### config.mk
export PLATFORM = sky130hd
export DESIGN_NAME = s_axi_intc
export DESIGN_NICKNAME = d
export VERILOG_FILES = /design/src/rtl/s_axi_intc.sv
export SDC_FILE = /design/constraint.sdc
export NUM_CORES = 1
export LEC_CHECK = 0
export BUFFER_PORTS_ARGS = -buffer_cell sky130_fd_sc_hd__buf_2
export CAP_MARGIN = 25
export CORE_MARGIN = 2
export CORE_UTILIZATION = 51
export DETAILED_ROUTE_END_ITERATION = 16
export PLACE_DENSITY = 0.77
export SKIP_CTS_REPAIR_TIMING = 1
export SKIP_LAST_GASP = 1
export SYNTH_ARGS = -nofsm -noshare
export SYNTH_HDL_FRONTEND = slang
export SYNTH_SLANG_ARGS = --single-unit
### constraint.sdc
create_clock -name s_axi_aclk -period 4.02 [get_ports s_axi_aclk]
set_clock_uncertainty 0.1 [all_clocks]
set_input_delay 0.201 -clock s_axi_aclk [delete_from_list [all_inputs] [get_ports s_axi_aclk]]
set_output_delay 0.201 -clock s_axi_aclk [all_outputs]
set_load 0.005 [all_outputs]
### src/rtl/s_axi_intc.sv
// s_axi_intc -- AXI4-Lite interrupt controller for up to 32 external lines.
//
// Each line can be level- or rising-edge-sensitive. Status is latched in ISR,
// masked by IER and gated by GIE into a single registered irq.
//
// Register map (byte offset, decode on addr[4:2]):
//   0x00 GIE   bit0 RW global interrupt enable
//   0x04 IER   RW per-line enable
//   0x08 ISR   read status / write-1-to-clear
//   0x0C IPR   ISR & IER, read-only (writes ignored, OKAY)
//   0x10 MODE  RW, 1 = rising edge, 0 = level
//   0x14 ISET  write-1-to-set ISR, reads 0
//   0x18-0x1C  unmapped: SLVERR, reads 0, writes ignored
//
// Ports:
//   s_axi_aclk, s_axi_aresetn      clock, async active-low reset
//   s_axi_aw*/w*/b*                write address / data / response channels
//   s_axi_ar*/r*                   read address / data channels
//   ext_interrupt[NUM_OF_INTR]     asynchronous interrupt sources
//   irq                            registered interrupt request, active high
module s_axi_intc #(
    parameter int DATA_WIDTH  = 32,
    parameter int ADDR_WIDTH  = 5,
    parameter int NUM_OF_INTR = 8,
    parameter int SYNC_STAGES = 2
) (
    input  logic                      s_axi_aclk,
    input  logic                      s_axi_aresetn,
    input  logic [ADDR_WIDTH-1:0]     s_axi_awaddr,
    input  logic [2:0]                s_axi_awprot,
    input  logic                      s_axi_awvalid,
    output logic                      s_axi_awready,
    input  logic [DATA_WIDTH-1:0]     s_axi_wdata,
    input  logic [DATA_WIDTH/8-1:0]   s_axi_wstrb,
    input  logic                      s_axi_wvalid,
    output logic                      s_axi_wready,
    output logic [1:0]                s_axi_bresp,
    output logic                      s_axi_bvalid,
    input  logic                      s_axi_bready,
    input  logic [ADDR_WIDTH-1:0]     s_axi_araddr,
    input  logic [2:0]                s_axi_arprot,
    input  logic                      s_axi_arvalid,
    output logic                      s_axi_arready,
    output logic [DATA_WIDTH-1:0]     s_axi_rdata,
    output logic [1:0]                s_axi_rresp,
    output logic                      s_axi_rvalid,
    input  logic                      s_axi_rready,
    input  logic [NUM_OF_INTR-1:0]    ext_interrupt,
    output logic                      irq
);

    localparam logic [2:0] SEL_GIE  = 3'd0;
    localparam logic [2:0] SEL_IER  = 3'd1;
    localparam logic [2:0] SEL_ISR  = 3'd2;
    localparam logic [2:0] SEL_IPR  = 3'd3;
    localparam logic [2:0] SEL_MODE = 3'd4;
    localparam logic [2:0] SEL_ISET = 3'd5;

    // write channel holding registers
    logic                     r_aw_held;
    logic [2:0]               r_awsel;
    logic                     r_w_held;
    logic [NUM_OF_INTR-1:0]   r_wdata;
    logic [DATA_WIDTH/8-1:0]  r_wstrb;
    logic                     r_awready;
    logic                     r_wready;
    logic                     r_bvalid;
    logic [1:0]               r_bresp;

    // read channel
    logic                     r_arready;
    logic                     r_rvalid;
    logic [DATA_WIDTH-1:0]    r_rdata;
    logic [1:0]               r_rresp;

    // register file
    logic                     r_gie;
    logic [NUM_OF_INTR-1:0]   r_ier;
    logic [NUM_OF_INTR-1:0]   r_isr;
    logic [NUM_OF_INTR-1:0]   r_mode;
    logic                     r_irq;

    // interrupt input path
    logic [NUM_OF_INTR-1:0]   r_sync [SYNC_STAGES];
    logic [NUM_OF_INTR-1:0]   r_prev;
    logic [NUM_OF_INTR-1:0]   r_lvl;
    logic [NUM_OF_INTR-1:0]   r_edge;

    logic                     w_aw_hs;
    logic                     w_w_hs;
    logic                     w_commit;
    logic                     w_aw_held_nxt;
    logic                     w_w_held_nxt;
    logic                     w_bvalid_nxt;
    logic                     w_ar_hs;
    logic                     w_rvalid_nxt;
    logic [NUM_OF_INTR-1:0]   w_wkeep;
    logic [NUM_OF_INTR-1:0]   w_wbits;
    logic [NUM_OF_INTR-1:0]   w_set;
    logic [NUM_OF_INTR-1:0]   w_clr;
    logic [NUM_OF_INTR-1:0]   w_src;
    logic [NUM_OF_INTR-1:0]   w_sync;
    logic [DATA_WIDTH-1:0]    w_rd_data;
    logic [1:0]               w_rd_resp;
    logic                     w_unused;

    assign w_unused = ^{s_axi_awprot, s_axi_arprot, s_axi_awaddr[1:0],
                        s_axi_araddr[1:0], s_axi_wdata, r_wstrb};

    assign w_aw_hs  = s_axi_awvalid & r_awready;
    assign w_w_hs   = s_axi_wvalid & r_wready;
    // a pending B response blocks the next commit even if AW/W are held
    assign w_commit = r_aw_held & r_w_held & ~r_bvalid;

    assign w_aw_held_nxt = (r_aw_held & ~w_commit) | w_aw_hs;
    assign w_w_held_nxt  = (r_w_held & ~w_commit) | w_w_hs;
    assign w_bvalid_nxt  = w_commit | (r_bvalid & ~s_axi_bready);

    assign w_ar_hs      = s_axi_arvalid & r_arready;
    assign w_rvalid_nxt = w_ar_hs | (r_rvalid & ~s_axi_rready);

    always_comb begin
        w_wkeep = '0;
        for (int i = 0; i < NUM_OF_INTR; i++) begin
            w_wkeep[i] = r_wstrb[i/8];
        end
    end

    assign w_wbits = r_wdata & w_wkeep;
    assign w_set   = (w_commit && r_awsel == SEL_ISET) ? w_wbits : '0;
    assign w_clr   = (w_commit && r_awsel == SEL_ISR)  ? w_wbits : '0;

    assign w_sync = r_sync[SYNC_STAGES-1];
    assign w_src  = (r_mode & r_edge) | (~r_mode & r_lvl);

    always_comb begin
        w_rd_data = '0;
        w_rd_resp = 2'b00;
        case (s_axi_araddr[4:2])
            SEL_GIE:  w_rd_data[0]               = r_gie;
            SEL_IER:  w_rd_data[NUM_OF_INTR-1:0] = r_ier;
            SEL_ISR:  w_rd_data[NUM_OF_INTR-1:0] = r_isr;
            SEL_IPR:  w_rd_data[NUM_OF_INTR-1:0] = r_isr & r_ier;
            SEL_MODE: w_rd_data[NUM_OF_INTR-1:0] = r_mode;
            SEL_ISET: w_rd_data                  = '0;
            default:  w_rd_resp                  = 2'b10;
        endcase
    end

    always_ff @(posedge s_axi_aclk or negedge s_axi_aresetn) begin
        if (!s_axi_aresetn) begin
            r_aw_held <= 1'b0;
            r_awsel   <= '0;
            r_w_held  <= 1'b0;
            r_wdata   <= '0;
            r_wstrb   <= '0;
            r_awready <= 1'b0;
            r_wready  <= 1'b0;
            r_bvalid  <= 1'b0;
            r_bresp   <= 2'b00;
        end else begin
            r_aw_held <= w_aw_held_nxt;
            r_w_held  <= w_w_held_nxt;
            r_awready <= ~w_aw_held_nxt;
            r_wready  <= ~w_w_held_nxt;
            r_bvalid  <= w_bvalid_nxt;
            if (w_aw_hs) begin
                r_awsel <= s_axi_awaddr[4:2];
            end
            if (w_w_hs) begin
                r_wdata <= s_axi_wdata[NUM_OF_INTR-1:0];
                r_wstrb <= s_axi_wstrb;
            end
            if (w_commit) begin
                r_bresp <= (r_awsel > SEL_ISET) ? 2'b10 : 2'b00;
            end
        end
    end

    always_ff @(posedge s_axi_aclk or negedge s_axi_aresetn) begin
        if (!s_axi_aresetn) begin
            r_arready <= 1'b0;
            r_rvalid  <= 1'b0;
            r_rdata   <= '0;
            r_rresp   <= 2'b00;
        end else begin
            r_rvalid  <= w_rvalid_nxt;
            r_arready <= ~w_rvalid_nxt;
            if (w_ar_hs) begin
                r_rdata <= w_rd_data;
                r_rresp <= w_rd_resp;
            end
        end
    end

    always_ff @(posedge s_axi_aclk or negedge s_axi_aresetn) begin
        if (!s_axi_aresetn) begin
            r_gie  <= 1'b0;
            r_ier  <= '0;
            r_mode <= '0;
            r_isr  <= '0;
            r_irq  <= 1'b0;
        end else begin
            if (w_commit && r_awsel == SEL_GIE && r_wstrb[0]) begin
                r_gie <= r_wdata[0];
            end
            if (w_commit && r_awsel == SEL_IER) begin
                r_ier <= (r_ier & ~w_wkeep) | w_wbits;
            end
            if (w_commit && r_awsel == SEL_MODE) begin
                r_mode <= (r_mode & ~w_wkeep) | w_wbits;
            end
            // set terms are OR'd after the clear mask so a same-cycle set wins
            r_isr <= w_src | w_set | (r_isr & ~w_clr);
            r_irq <= r_gie & (|(r_isr & r_ier));
        end
    end

    // r_lvl/r_edge add one register after the synchroniser so that the
    // detector output is clean before it meets MODE and ISR. r_prev always
    // tracks the synchronised level, so a MODE flip never fakes an edge.
    always_ff @(posedge s_axi_aclk or negedge s_axi_aresetn) begin
        if (!s_axi_aresetn) begin
            for (int i = 0; i < SYNC_STAGES; i++) begin
                r_sync[i] <= '0;
            end
            r_prev <= '0;
            r_lvl  <= '0;
            r_edge <= '0;
        end else begin
            r_sync[0] <= ext_interrupt;
            for (int i = 1; i < SYNC_STAGES; i++) begin
                r_sync[i] <= r_sync[i-1];
            end
            r_prev <= w_sync;
            r_lvl  <= w_sync;
            r_edge <= w_sync & ~r_prev;
        end
    end

    assign s_axi_awready = r_awready;
    assign s_axi_wready  = r_wready;
    assign s_axi_bvalid  = r_bvalid;
    assign s_axi_bresp   = r_bresp;
    assign s_axi_arready = r_arready;
    assign s_axi_rvalid  = r_rvalid;
    assign s_axi_rdata   = r_rdata;
    assign s_axi_rresp   = r_rresp;
    assign irq           = r_irq;

endmodule

* After elaboration in Yosys (flattened, before gate mapping)
Index checks and enable logic that the tools add are counted.
** Storage, ports and cells
- Flip-flop bits (word level) :: 89
- Latch bits :: 0
- Memory bits (writable) :: 0
- Memory bits (read-only) :: 0
- Output and inout bits :: 42
- Word-level logic and storage cells :: 86
- Memories kept :: 0
** Operators by class
- Add/subtract/negate cells :: 0
- Multiply operators :: 0
- Div/mod/pow operators :: 0
- Order comparisons :: 1
- Equality and inequality tests :: 9
- Shifts and indexed selects :: 0
- Multiplexer cells :: 6
- Bitwise gates (word level) :: 38
- Reductions and logical operators :: 10
** Operators with widths (number)
- 8-bit AND :: 8
- 8-bit bitwise OR :: 5
- 8-bit NOT :: 4
- 7-bit case mux with 4 select lines :: 1
- 8-bit 2-to-1 mux :: 2
- 3-bit == test (second input constant) :: 4
- 1-bit AND :: 10
- 3-bit by 2-bit == test with 1-bit output (second input constant) :: 3
- 8-bit OR reduction :: 1
- 1-bit NOT :: 7
- 3-bit by 1-bit == test with 1-bit output (second input constant) :: 2
- 1-bit logical AND :: 6
- 3-bit logical NOT :: 2
- 6-bit OR reduction :: 1
- 1-bit case mux with 5 select lines :: 1
- 2-bit 2-to-1 mux :: 2
- 1-bit bitwise OR :: 4
- 3-bit greater-than comparator (second input constant) :: 1

* Depth between registers and ports, before layout
Gate-level depths: netlist (run 1).
- Depth in word-level cells :: 7
- Gate-level depth with buffers :: 4

* Least setup slack after synthesis (run 1)
OpenSTA, ideal clock, no wires.
- Path type :: register to register
- Start point :: register r_bvalid (netlist: s_axi_bvalid)
- End point :: register (tool-made name)
- Arrival time :: 1492 ps
- Setup slack :: 2302 ps
- Cell stages (with the launch flop) :: 5
- Path buffers :: 1
- Clock period less this slack :: 1718 ps
- Cells stage by stage :: dfrtp_1 > nand3b_4 > or4_4 > buf_6 > mux2_4
** RTL lines
- from (decl) :: RTL line 67 : logic r_bvalid;
- from (signal assigned) :: RTL line 166 : r_bvalid <= w_bvalid_nxt;

==> results.md, run 1 <==
* 16.4% — GR Util All Layers
* 62.6% — post-route core utilization
* 0.00683 mm^2 — core area
* simple AND/OR/NAND/NOR gates — kind of cell with the highest combined delay on the critical path
* 2226 — vias
* 404 — number of cells in the design after placement
* 25.6% — clock group share of total power
* 11 — peak fanout along the critical path
* 109 — count of boundary I/O pins
* 0 — n_diodes
* 2.43 mW — Overall Power
* 29.7% — fraction of final layout cells with drive strength greater than 1
* s_axi_bvalid — Critical Path Start
* 52.9% — portion of the clock cycle consumed by the worst path in the final layout
* 0.686 ns — worst slew pin tran
* 1.98 nW — leakage
* 1988 — number of global-route vias before repair
* 9.53 mm — wire length of the first global-routing pass
* 272 — number of instances in the synthesized netlist
* 443 — post-layout instance count excluding filler cells
* clkbuf_8 — root buffer selected by CTS
* 9 — total clock buffers created by CTS
* 87 — flops & latches, synth
* 2.13 ns — min cycle time layout
* 88 — largest net degree at the start of global routing
* 0 — DRC violations left
* 18.4% — layout overhead on the synthesized area
* 551 — final-layout fill cell count
* 1.89 ns — FF-to-FF setup slack
* hold timing — violations in the final reports
* 60.2% — proportion of synthesized chip area in sequential cells
* 0.00361 mm^2 — Syn Std Cell Area
* 0.56 ns — Slowest Stage Delay on Critical Path
* 100% — proportion of synthesized flip-flops having asynchronous set or reset
* 0.347 mV — IR drop worst, VDD
* 4.14 ns — Worst EP required
* 0 — final-report setup violation count
* dfrtp_1 (60%), mux2_2 (8.7%), buf_4 (5.4%) — largest cells by area after synthesis
* flip-flop to flip-flop — kind of critical path
* 0.699 mW — switching power of the nets
* 87 — clock sink count
* primary input to flip-flop — path class of the lowest-slack min-delay path
* 5.02 — mean number of vias per cell
* 0 — Overflow after GRT
* flip-flop — endpoint type of the worst setup path
* s_axi_bvalid — reg-to-reg critical path startpoint
* flip-flop — launching element type of the critical path
* dfrtp_1 — post-synthesis cell type with the largest combined area
* 88.2 um — floorplan die width
* 0 — Max Cap Violations
* 470 MHz — peak clock frequency supported by timing
* 30 — number of placement rows
* 4 — First-pass DRT Iterations
* -0.00244 ns — Min Hold Slack
* nor3b_4 — slowest CP cell
* 409 — final-stage net count
* 60.2% — top cell type's share of synthesized area
* s_axi_wdata[3] — start point of the worst hold path
* 33 — Cell variety after synth
* 0.00778 mm^2 — die footprint
* 45 — port buffer count
* 0.34 ns — worst skew pair latency
* 4.05 mm — HPWL after detailed placement
* 22.2% — Gate power share
* 2 — number of buffers on the longest clock path
* done — CTS tree
* 2.25 ns — data arrival time of the worst path
* 28.8% — switching portion of total power
* 0 — Yosys warning total
* 0 — Bufs and invs on worst path
* 0.820 — Final GP Congestion
* dfrtp_1 — main flop type after synthesis
* 88.2 um — die height
* 0 ns — aggregate negative setup slack
* 118 — Iteration-0 DRC Markers
* 1 — hold violation count in the final report
* 0.08 ns — clock transition at the registers of the reported paths
* false — setup repair after global routing missed its margin
* 52.9% — initial core utilization
* finished, violations left — outcome
* 0 — number of enable flip-flop cells after synthesis
* 54.0% — worst slew margin relative to its limit
* 52.3% — Seq pwr share
* 0 — number of pins with negative max-slew slack in the final report
* and4b_1 -> nor3b_4 -> mux2_2 — cells along the critical path
* 14.1 um — post-detailed-route wirelength per cell
* 13.3 um^2 — syn_area_per_cell
* 567 mW/mm^2 — PwrDens
* 1.73 mW — internal power consumption
* 3 — Clock H-tree levels
* 6.25 mm — total wire length after detailed routing
* 0 — remaining antenna violation count
* 0 — number of antenna violations at the first check in global routing
layer usage:
layer  wire length [um]  up-vias  global-route usage (%)
met5                  0        -                       0
met4                 62        0                    7.58
met3                268        5                    4.05
met2               3050       59                    23.9
met1               2860     1114                    23.2
li1                   -     1048                       -
cell usage after synthesis, types with 4 or more instances:
| library cell | count |
|---|---|
| a31oi_1 | 7 |
| nor4bb_1 | 8 |
| dfrtp_1 | 87 |
| mux2_4 | 8 |
| nand4b_1 | 7 |
| clkbuf_1 | 5 |
| inv_1 | 7 |
| nand2b_1 | 15 |
| buf_4 | 26 |
| nand2_1 | 18 |
| a221o_1 | 8 |
| a22oi_1 | 4 |
| nor2b_1 | 9 |
| o21ai_0 | 14 |
| mux2_2 | 28 |
cells by family (layout without fill, tap and decap cells):
kind of cell / count (synthesis) / after routing / synth area share [%]
buffers and inverters: 41 / 91 / 7.20
other: 1 / 26 / 0.104
muxes: 36 / 36 / 12.0
AOI/OAI and AO/OA: 40 / 40 / 7.72
DFF: 87 / 87 / 60.2
and+or+nand+nor: 67 / 67 / 12.7
through the flow:
| stage | hold slack, ns | worst slack [ns] | area, um^2 |
|---|---|---|---|
| final | -0.00244 | 1.89 | 4280 |
| after global routing | 0.00238 | 1.82 | 4280 |
| after CTS | -0.151 | 1.91 | 4030 |
| after detailed placement | 0.210 | 1.92 | 3820 |
| after global placement | 0.209 | 1.94 | 3820 |
| after floorplan | -0.195 | 2.30 | 3710 |
power groups by stage:
stage | Combinational [mW] | Sequential [mW] | Clock (mW)
finish | 0.538 | 1.27 | 0.620
global route | 0.594 | 1.30 | 0.678
CTS | 0.524 | 1.27 | 0.636
detailed placement | 0.523 | 1.28 | 0
global placement | 0.505 | 1.27 | 0
floorplan | 0.411 | 1.22 | 0
worst paths after layout:
path / to / cells past startpoint
setup / recovery: flip-flop / 3
hold / removal: r_wdata[3] / 2
setup reg to reg: flip-flop / 3
hold reg to reg: w_sync[7] / 0
max in group asynchronous: asynchronous set/reset pin / 3
min in group asynchronous: r_wdata[1] / 2
area by class of cell:
type | count | area, um^2 | share of cell area [%]
flip-flops and latches | 87 | 2180 | 50.9
clock inverters | 3 | 40.0 | 0.936
repair buffers | 68 | 475 | 11.1
clock buffers | 13 | 169 | 3.95
multi-input cells | 169 | 1270 | 29.7
inverters | 7 | 26.3 | 0.614
well taps | 96 | 120 | 2.81
cell usage in the layout, fill, tap and decap left out, types with 4 or more instances in the layout:
master,count
nor4bb_1,8
a31oi_1,7
nand4b_1,7
nor2b_1,9
buf_2,44
a221o_1,8
dlygate4sd3_1,22
nand2b_1,15
inv_1,7
o21ai_0,14
mux2_2,28
conb_1,26
clkbuf_8,12
a22oi_1,4
mux2_4,8
dfrtp_1,87
nand2_1,18
(Power assumes the default switching activity.)
==> run 2, diff against run 1 <==
Clock period 4.02 ns to 2.1 ns, I/O delays scaled along.
==> run 2 against run 1 <==
  * Sequential share of layout area shrank 0.30 points
  * Global-route usage grew 0.75 points
  * The flow still finishes with violations (hold timing)
  * Worst hold slack lost 0.018 ns
  * Total power grew 93%
  * Setup slack lost 1.6 ns
  * Highest routed layer unchanged
  * Largest cell class unchanged
  * First-iteration DRC count shrank 7.6%
  * Maximum frequency grew 19%
  * Sequential power grew 89%
  * Flip-flop and latch count is the same
==> results.md, run 2 (synthesis results as in run 1) <==
* finished, violations left — outcome
* hold timing — violations in the final reports
* 30.2% — fraction of final layout cells with drive strength greater than 1, +0.52 points
* clkbuf_8 — root buffer selected by CTS
* flip-flop — launching element type of the critical path
* 2058 — number of global-route vias before repair, +3.5%
* 0 — n_diodes, unchanged
* nor3b_4 — slowest CP cell
* 413 — final-stage net count, +0.98%
* 3 — number of cells on the worst reg-to-reg path, unchanged
* 558 MHz — peak clock frequency supported by timing, +19%
* 2.00 nW — leakage, +0.83%
* 30 — number of placement rows, unchanged
* 0 — final-report setup violation count, unchanged
* 0.823 — Final GP Congestion, +0.39%
* simple AND/OR/NAND/NOR gates — kind of cell with the highest combined delay on the critical path
* 6.35 mm — total wire length after detailed routing, +1.6%
* 0.00778 mm^2 — die footprint, unchanged
* flip-flop — endpoint type of the worst setup path
* 25.5% — clock group share of total power, about the same
* 109 — Iteration-0 DRC Markers, -7.6%
* 2.23 ns — Worst EP required, -1.91 ns
* dfrtp_1 — leading cell type in the layout, fill and taps excluded
* 5.01 — mean number of vias per cell, -0.23%
* 45 — port buffer count, unchanged
* -0.0204 ns — Min Hold Slack, -0.0180 ns
* 9 — total clock buffers created by CTS, unchanged
* 65.5% — worst slew margin relative to its limit, +11 points
* 19.1% — layout overhead on the synthesized area
* 3 — Clock H-tree levels, unchanged
* 88.2 um — floorplan die width, unchanged
* 1 — hold violation count in the final report, unchanged
* 8 — peak fanout along the critical path, -3
* 1.35 mW — switching power of the nets, +93%
* 0 — Bufs and invs on worst path, unchanged
* and4b_1 -> nor3b_4 -> mux2_2 — cells along the critical path
* 1090 mW/mm^2 — PwrDens, +92%
* 51.3% — Seq pwr share, -1.0 points
* s_axi_bvalid — Critical Path Start
* 17.1% — GR Util All Layers, +0.75 points
* 0 — number of pins with negative max-slew slack in the final report, unchanged
* false — setup repair after global routing missed its margin
* 242 um — WL met3, -9.7%
* 0 — number of antenna violations at the first check in global routing, unchanged
* 0.707 mV — IR drop worst, VDD, +100%
* 0.516 ns — worst slew pin tran, -0.170 ns
* 52.9% — initial core utilization, unchanged
* 0 — DRC violations left, unchanged
* 4.19 mm — HPWL after detailed placement, +3.4%
* 0.47 ns — Slowest Stage Delay on Critical Path, -0.09 ns
* 0 ns — aggregate negative setup slack, unchanged
* 0.35 ns — worst skew pair latency, about the same
* 0.31 ns — FF-to-FF setup slack, -1.59 ns
* 14.2 um — post-detailed-route wirelength per cell, +0.68%
* 0 — Max Cap Violations, unchanged
* 53 — largest net degree at the start of global routing, -40%
* 1.79 ns — min cycle time layout, -0.335 ns
* 4 — First-pass DRT Iterations, unchanged
* s_axi_bvalid — reg-to-reg critical path startpoint
* dfrtp_1 (87), buf_2 (44), mux2_2 (28) — most frequent cells in the layout
* 1.92 ns — data arrival time of the worst path, -0.33 ns
* 109 — count of boundary I/O pins, unchanged
* 87 — clock sink count, unchanged
* 3 — Worst path depth, unchanged
* done — CTS tree
* 2241 — vias, +0.67%
* 0.08 ns — clock transition at the registers of the reported paths, about the same
* met4 — Highest Signal Layer
* 0 — Overflow after GRT, unchanged
* 28.8% — switching portion of total power, about the same
* 3.33 mW — internal power consumption, +93%
* 0 — remaining antenna violation count, unchanged
* 88.2 um — die height, unchanged
* 3.03 mm — detailed route wirelength on metal2, -0.85%
* 0.00683 mm^2 — core area, unchanged
* flip-flop to flip-flop — kind of critical path
* 9.96 mm — wire length of the first global-routing pass, +4.6%
* 2 — number of buffers on the longest clock path, unchanged
* 23.2% — Gate power share, +1.0 points
* 2.99 mm — met1 wire length, +4.6%
* 85.3% — portion of the clock cycle consumed by the worst path in the final layout, +32 points
* primary input to flip-flop — path class of the lowest-slack min-delay path
run 2: how the worst min path moves through the flow:
| stage | start | end | slack [ns] | depth (start not counted) |
|---|---|---|---|---|
| global placement | s_axi_aresetn | r_sync[9] | -0.01 | 1 |
| finish | s_axi_awvalid | r_aw_held | -0.02 | 3 |
| CTS | s_axi_aresetn | r_edge[1] | -0.38 | 1 |
| detailed placement | s_axi_aresetn | r_sync[9] | -0.007 | 1 |
| global route | s_axi_awvalid | r_aw_held | 0.03 | 3 |
| floorplan | s_axi_aresetn | asynchronous set/reset pin | -0.29 | 0 |
run 2: final cells by class:
cell class	instances	area (um^2)
flip-flops and latches	87	2180
well taps	96	120
fillers	579	2530
repair buffers	72	500
clock buffers	13	169
multi-input cells	169	1270
inverters	7	26.3
clock inverters	3	40.0
run 2: worst register-to-register path, stage by stage, from the launching register on:
cell	delay, ns
dfrtp_1	0.42
and4b_1	0.29
nor3b_4	0.47
mux2_2	0.39
run 2: metrics by stage:
stage	power, mW	utilization, %	worst slack [ns]	std cells	area, um^2
finish	4.67	63.0	0.308	447	4300
global route	4.96	63.0	0.214	447	4300
CTS	4.67	59.6	0.279	424	4070
detailed placement	3.49	56.6	0.300	408	3860
global placement	3.43	56.6	0.336	408	3860
floorplan	3.13	-	0.382	297	3710
run 2: layer usage:
metal	vias to the layer above	global-route usage [%]
met3	9	3.39
met1	1124	24.1
met5	-	0
met2	49	26.0
met4	0	7.44
li1	1059	-
run 2: power groups by stage:
| stage | registers, mW | clock network (mW) | logic [mW] |
|---|---|---|---|
| floorplan | 2.34 | 0 | 0.787 |
| global placement | 2.41 | 0 | 1.02 |
| detailed placement | 2.43 | 0 | 1.05 |
| CTS | 2.40 | 1.22 | 1.06 |
| global route | 2.46 | 1.29 | 1.21 |
| finish | 2.40 | 1.19 | 1.08 |
